--- src/rtl/road_sensor_avg_multi.sv ---
// Multi-road moving-average block for the signal-timing controller.
// Each road keeps a running sum over its last 2**WIN_LOG2 vehicle-count samples,
// held in one shared ring RAM. A sample costs three cycles: IDLE accepts it,
// RD fetches the oldest slot of that road, and UPD swaps old for new in the sum.
// The published average follows one cycle later, together with its strobe.
module road_sensor_avg_multi #(
   parameter int NUM_ROADS = 4,
   parameter int SEL_W     = 2,
   parameter int DATA_W    = 8,
   parameter int WIN_LOG2  = 6,
   parameter int INIT_VAL  = 20
) (
   input  logic                          clk,
   input  logic                          reset,
   input  logic [SEL_W-1:0]              next_road,
   input  logic                          sample_stb,
   input  logic [DATA_W-1:0]             data_in,
   output logic                          busy,
   output logic                          drop,
   output logic [NUM_ROADS*DATA_W-1:0]   avg_flat,
   output logic [NUM_ROADS-1:0]          avg_upd
);

   localparam int DEPTH     = 2 ** WIN_LOG2;
   localparam int SUM_W     = DATA_W + WIN_LOG2;
   localparam int ADDR_W    = SEL_W + WIN_LOG2;
   localparam int INIT_LAST = NUM_ROADS * DEPTH - 1;

   typedef enum logic [1:0] {S_INIT, S_IDLE, S_RD, S_UPD} state_t;

   state_t              r_state;
   logic                r_busy;
   logic                r_drop;
   logic [SEL_W-1:0]    r_road;
   logic [DATA_W-1:0]   r_data;
   logic [ADDR_W-1:0]   r_init_cnt;
   logic [DATA_W-1:0]   r_rd_data;
   logic                r_pend;
   logic [SEL_W-1:0]    r_pend_road;

   // Ring storage is addressed {road, slot}; the init counter walks the same
   // layout, so road-major order falls out of a plain binary count.
   logic [DATA_W-1:0]   r_ring [2**ADDR_W];

   logic [NUM_ROADS*WIN_LOG2-1:0] w_wptr_all;
   logic [WIN_LOG2-1:0]           w_cur_wptr;
   logic                          w_we;
   logic [ADDR_W-1:0]             w_waddr;
   logic [DATA_W-1:0]             w_wdata;
   logic [ADDR_W-1:0]             w_raddr;
   logic                          w_road_ok;

   // Write pointer of the road currently being processed.
   always_comb begin
      w_cur_wptr = '0;
      for (int r = 0; r < NUM_ROADS; r++) begin
         if (r_road == SEL_W'(r))
            w_cur_wptr = w_wptr_all[r*WIN_LOG2 +: WIN_LOG2];
      end
   end

   // Out-of-range road numbers are filtered before they can reach the RAM.
   assign w_road_ok = ({1'b0, next_road} < (SEL_W+1)'(NUM_ROADS));
   assign w_raddr   = {r_road, w_cur_wptr};
   assign w_we      = !reset && ((r_state == S_INIT) || (r_state == S_UPD));
   assign w_waddr   = (r_state == S_INIT) ? r_init_cnt : {r_road, w_cur_wptr};
   assign w_wdata   = (r_state == S_INIT) ? DATA_W'(INIT_VAL) : r_data;

   // Control FSM: init sweep, accept, read oldest, update; busy/drop registered.
   always_ff @(posedge clk) begin
      if (reset) begin
         r_state     <= S_INIT;
         r_busy      <= 1'b1;
         r_drop      <= 1'b0;
         r_init_cnt  <= '0;
         r_road      <= '0;
         r_data      <= '0;
         r_pend      <= 1'b0;
         r_pend_road <= '0;
      end else begin
         r_drop <= sample_stb && r_busy;
         r_pend <= 1'b0;
         case (r_state)
            S_INIT: begin
               if (r_init_cnt == ADDR_W'(INIT_LAST)) begin
                  r_state <= S_IDLE;
                  r_busy  <= 1'b0;
               end else begin
                  r_init_cnt <= r_init_cnt + ADDR_W'(1);
               end
            end
            S_IDLE: begin
               if (sample_stb && w_road_ok) begin
                  r_road  <= next_road;
                  r_data  <= data_in;
                  r_state <= S_RD;
                  r_busy  <= 1'b1;
               end
            end
            S_RD: begin
               r_state <= S_UPD;
            end
            default: begin
               r_state     <= S_IDLE;
               r_busy      <= 1'b0;
               r_pend      <= 1'b1;
               r_pend_road <= r_road;
            end
         endcase
      end
   end

   // Ring RAM with registered read; the read only happens in RD, writes in INIT/UPD.
   always_ff @(posedge clk) begin
      if (w_we)
         r_ring[w_waddr] <= w_wdata;
      if (r_state == S_RD)
         r_rd_data <= r_ring[w_raddr];
   end

   genvar gi;
   generate
      for (gi = 0; gi < NUM_ROADS; gi++) begin : g_road
         logic [SUM_W-1:0]    r_sum;
         logic [WIN_LOG2-1:0] r_wptr;
         logic [DATA_W-1:0]   r_avg;
         logic                r_upd;

         // Per-road sum/pointer swap in UPD, then publish floor(sum/depth) one cycle later.
         always_ff @(posedge clk) begin
            if (reset) begin
               r_sum  <= SUM_W'(INIT_VAL * DEPTH);
               r_wptr <= '0;
               r_avg  <= DATA_W'(INIT_VAL);
               r_upd  <= 1'b0;
            end else begin
               r_upd <= r_pend && (r_pend_road == SEL_W'(gi));
               if ((r_state == S_UPD) && (r_road == SEL_W'(gi))) begin
                  r_sum  <= r_sum - SUM_W'(r_rd_data) + SUM_W'(r_data);
                  r_wptr <= r_wptr + WIN_LOG2'(1);
               end
               if (r_pend && (r_pend_road == SEL_W'(gi)))
                  r_avg <= r_sum[SUM_W-1:WIN_LOG2];
            end
         end

         assign w_wptr_all[gi*WIN_LOG2 +: WIN_LOG2] = r_wptr;
         assign avg_flat[gi*DATA_W +: DATA_W]       = r_avg;
         assign avg_upd[gi]                         = r_upd;
      end
   endgenerate

   assign busy = r_busy;
   assign drop = r_drop;

endmodule

--- config.mk ---
export PLATFORM = sky130hd
export DESIGN_NAME = road_sensor_avg_multi
export DESIGN_NICKNAME = d
export VERILOG_FILES = /design/src/rtl/road_sensor_avg_multi.sv
export SDC_FILE = /design/constraint.sdc
export NUM_CORES = 2
export LEC_CHECK = 0
export ABC_AREA = 1
export CORE_ASPECT_RATIO = 0.5
export CORE_UTILIZATION = 30
export CTS_CLUSTER_SIZE = 16
export DETAILED_ROUTE_END_ITERATION = 8
export HOLD_SLACK_MARGIN = 0.08
export PLACE_DENSITY_LB_ADDON = 0.25
export SLEW_MARGIN = 0
export SYNTH_ARGS = -nofsm -noshare
export SYNTH_HDL_FRONTEND = slang
export SYNTH_SLANG_ARGS = --single-unit
--- constraint.sdc ---
create_clock -name clk -period 18.9 [get_ports clk]
set_input_delay 5.67 -clock clk [delete_from_list [all_inputs] [get_ports clk]]
set_output_delay 5.67 -clock clk [all_outputs]
set_load 0.01 [all_outputs]
==> results.txt <==
status: finished, final reports clean
Reg clk slew, reported paths: 60 ps
f_max: 124 MHz
CTS tree: yes
Die ar.: 309000 um2
insertion delay to the later sink of the worst-skew pair: 880 ps
core area: 305000 um2
wire per inst: 22.5 um
first-pass GRT wire length: 399000 um
Yosys top cell area share: 0.670
Final Skew: 67.8 ps
Startpoint Class: primary input
Initial Utilization: 0.302
post-synthesis sequential area ratio: 0.701
die height: 394 um
Hold Vio Cnt, Final: 0
Setup crit start: reset
vias per cell: 4.99
Die Wd: 786 um
Placed Area: 96000 um2
initial antenna violation count: 7
Cell variety after synth: 45
# DRC: 0
Final WS setup: 10850 ps
maximum buffer depth of the clock tree: 4
Top FF cell, synth: edfxtp_1
Power, Total: 13800 uW
pre-CTS WS: 9990 ps
Synth warnings: 0
Yosys reg bits: 2197
Synth area leaders: edfxtp_1, nand3_1, nand2_1
Leak Pwr: 0.0358 uW
Fill cells: 30500
IR drop worst, VDD: 0.000109 V
post-synthesis async set-or-reset flop share: 0
final core utilization: 0.338
Iter 0 DRT Violations: 6148
largest net degree at the start of global routing: 209
drt first pass iters: 6
antenna-violating nets left: 0
Hold WC Path Type: reg -> reg
crit path max fanout: 17
post-CTS setup buffer count: 0
FP Rows: 143
RePlAce Congestion: 0.835
grt ovf: 0
maximum capacitance violations: 0
synthesized area: 92100 um2
syn avg cell area: 11.3 um2
min-delay src: g_road[2].r_sum[0]$_SDFFE_PP0P_
Worst Path Required: 19400 ps
Post-CTS Resized: 0
buffers added on ports: 50
Synth area leader: edfxtp_1
I/O pin cnt: 51
Clock Tree Root: clkbuf_16
most common cell after layout, fill and taps aside: nand2_1
hold_buf cts: 0
Setup violations, final: 0
fin. max-slew vios: 0
Worst setup EP type: register
measured slew at the worst slew-check pin: 1200 ps
DR vias: 61000
CTS H-tree lvls: 4
Power Density: 134 nW/um2
fin area: 103000 um2
Worst EP arrival: 8550 ps
Slew headroom: 0.197
highest-count cells in the layout ignoring fill and taps: nand2_1, nand3_1, edfxtp_1
Tot GR Track Use: 0.172
RR Startpoint: r_road[0]$_SDFFE_PP0P_
Area Growth Syn to Fin: 11.8%
# clock sinks: 2197
RSZ-0062 raised after global routing: no
crit path kind: in -> reg
Tmin final: 8050 ps
setup TNS: 0 ps
final worst path period share: 0.426
Routed WL: 275000 um
Final nets: 8111
Num CTS Buffers: 218
Syn Nets: 8271
share of layout cells above drive strength 1: 0.0576
vias in the first global route: 58600
Detailed Place HPWL: 160000 um
number of flops mapped to enable cells by yosys: 2056
Syn Inst Count: 8159
==> cells in the mapped netlist, types with 22 or more instances <==
master / instances
nand2_1: 2247
nand3_1: 2062
edfxtp_1: 2056
buf_2: 392
nor2_1: 351
inv_1: 264
a21oi_1: 143
dfxtp_1: 141
o21ai_0: 128
ha_1: 67
clkbuf_1: 58
buf_4: 40
fa_1: 32
xor2_1: 27
buf_1: 26
o211ai_1: 22
==> registers in the layout, indices dropped and copies added (netlist names), 2 cells and up <==
name	cells
r_ring	2048
r_init_cnt	8
g_road.r_wptr	24
g_road.r_upd	4
g_road.r_sum	56
r_data	8
r_road	2
r_pend_road	2
g_road.r_avg	32
r_state	2
r_rd_data	8
==> metal layers <==
| layer | GRT usage | up-vias | part of all wire |
|---|---|---|---|
| met2 | 0.269 | 2185 | 0.45 |
| met5 | 0 | - | 0 |
| met1 | 0.248 | 30100 | 0.45 |
| met4 | 0.0503 | 0 | 0.029 |
| met3 | 0.0266 | 423 | 0.070 |
| li1 | - | 28300 | - |
==> path summary, 6_finish.rpt <==
kind | depth (start not counted) | slack, ps | endpoint
setup / recovery | 4 | 10850 | r_ring[133][0]$_DFFE_PP_
hold / removal | 2 | 460 | g_road[2].r_sum[0]$_SDFFE_PP0P_
setup reg to reg | 18 | 12620 | r_rd_data[7]$_DFFE_PP_
hold reg to reg | 2 | 460 | g_road[2].r_sum[0]$_SDFFE_PP0P_
==> kinds of logic after synthesis <==
family          after synthesis  share of synthesized area
simple gates               4696                      0.220
flops                      2197                      0.701
buf+inv                     803                     0.0398
compound gates              323                     0.0189
fa+ha+maj                    99                     0.0161
xor+xnor                     41                    0.00390
==> worst max-delay path, stage by stage <==
cell     delay, ps
buf_2          170
nor2_2         830
nand2_2        970
nor2_1         890
==> per-stage QoR <==
stage          std cells  hold WS, ps
2_1_floorplan       8159          433
5_1_grt            12200          479
6_report           12200          460
3_3_place_gp       11800          444
3_5_place_dp       11800          454
4_1_cts            12200          464
==> power breakdown <==
group	total, uW	switching [uW]	leakage, uW	internal (uW)
Clock	4300	1890	0.00339	2410
Combinational	3690	2900	0.0124	791
Sequential	5800	47.5	0.0201	5760
==> layout make-up <==
type                            instances  area (um2)  share of cell area
Sequential cell                      2197       64600               0.627
Multi-Input combinational cell       5159       24000               0.234
Timing Repair Buffer                  138        1270              0.0123
Inverter                              285        1080              0.0105
Antenna cell                            1        2.50           0.0000243
Clock buffer                          250        5640              0.0548
Tap cell                             4060        5080              0.0494
Clock inverter                        145        1260              0.0123
Note: power is estimated with default switching activity, not from simulation.
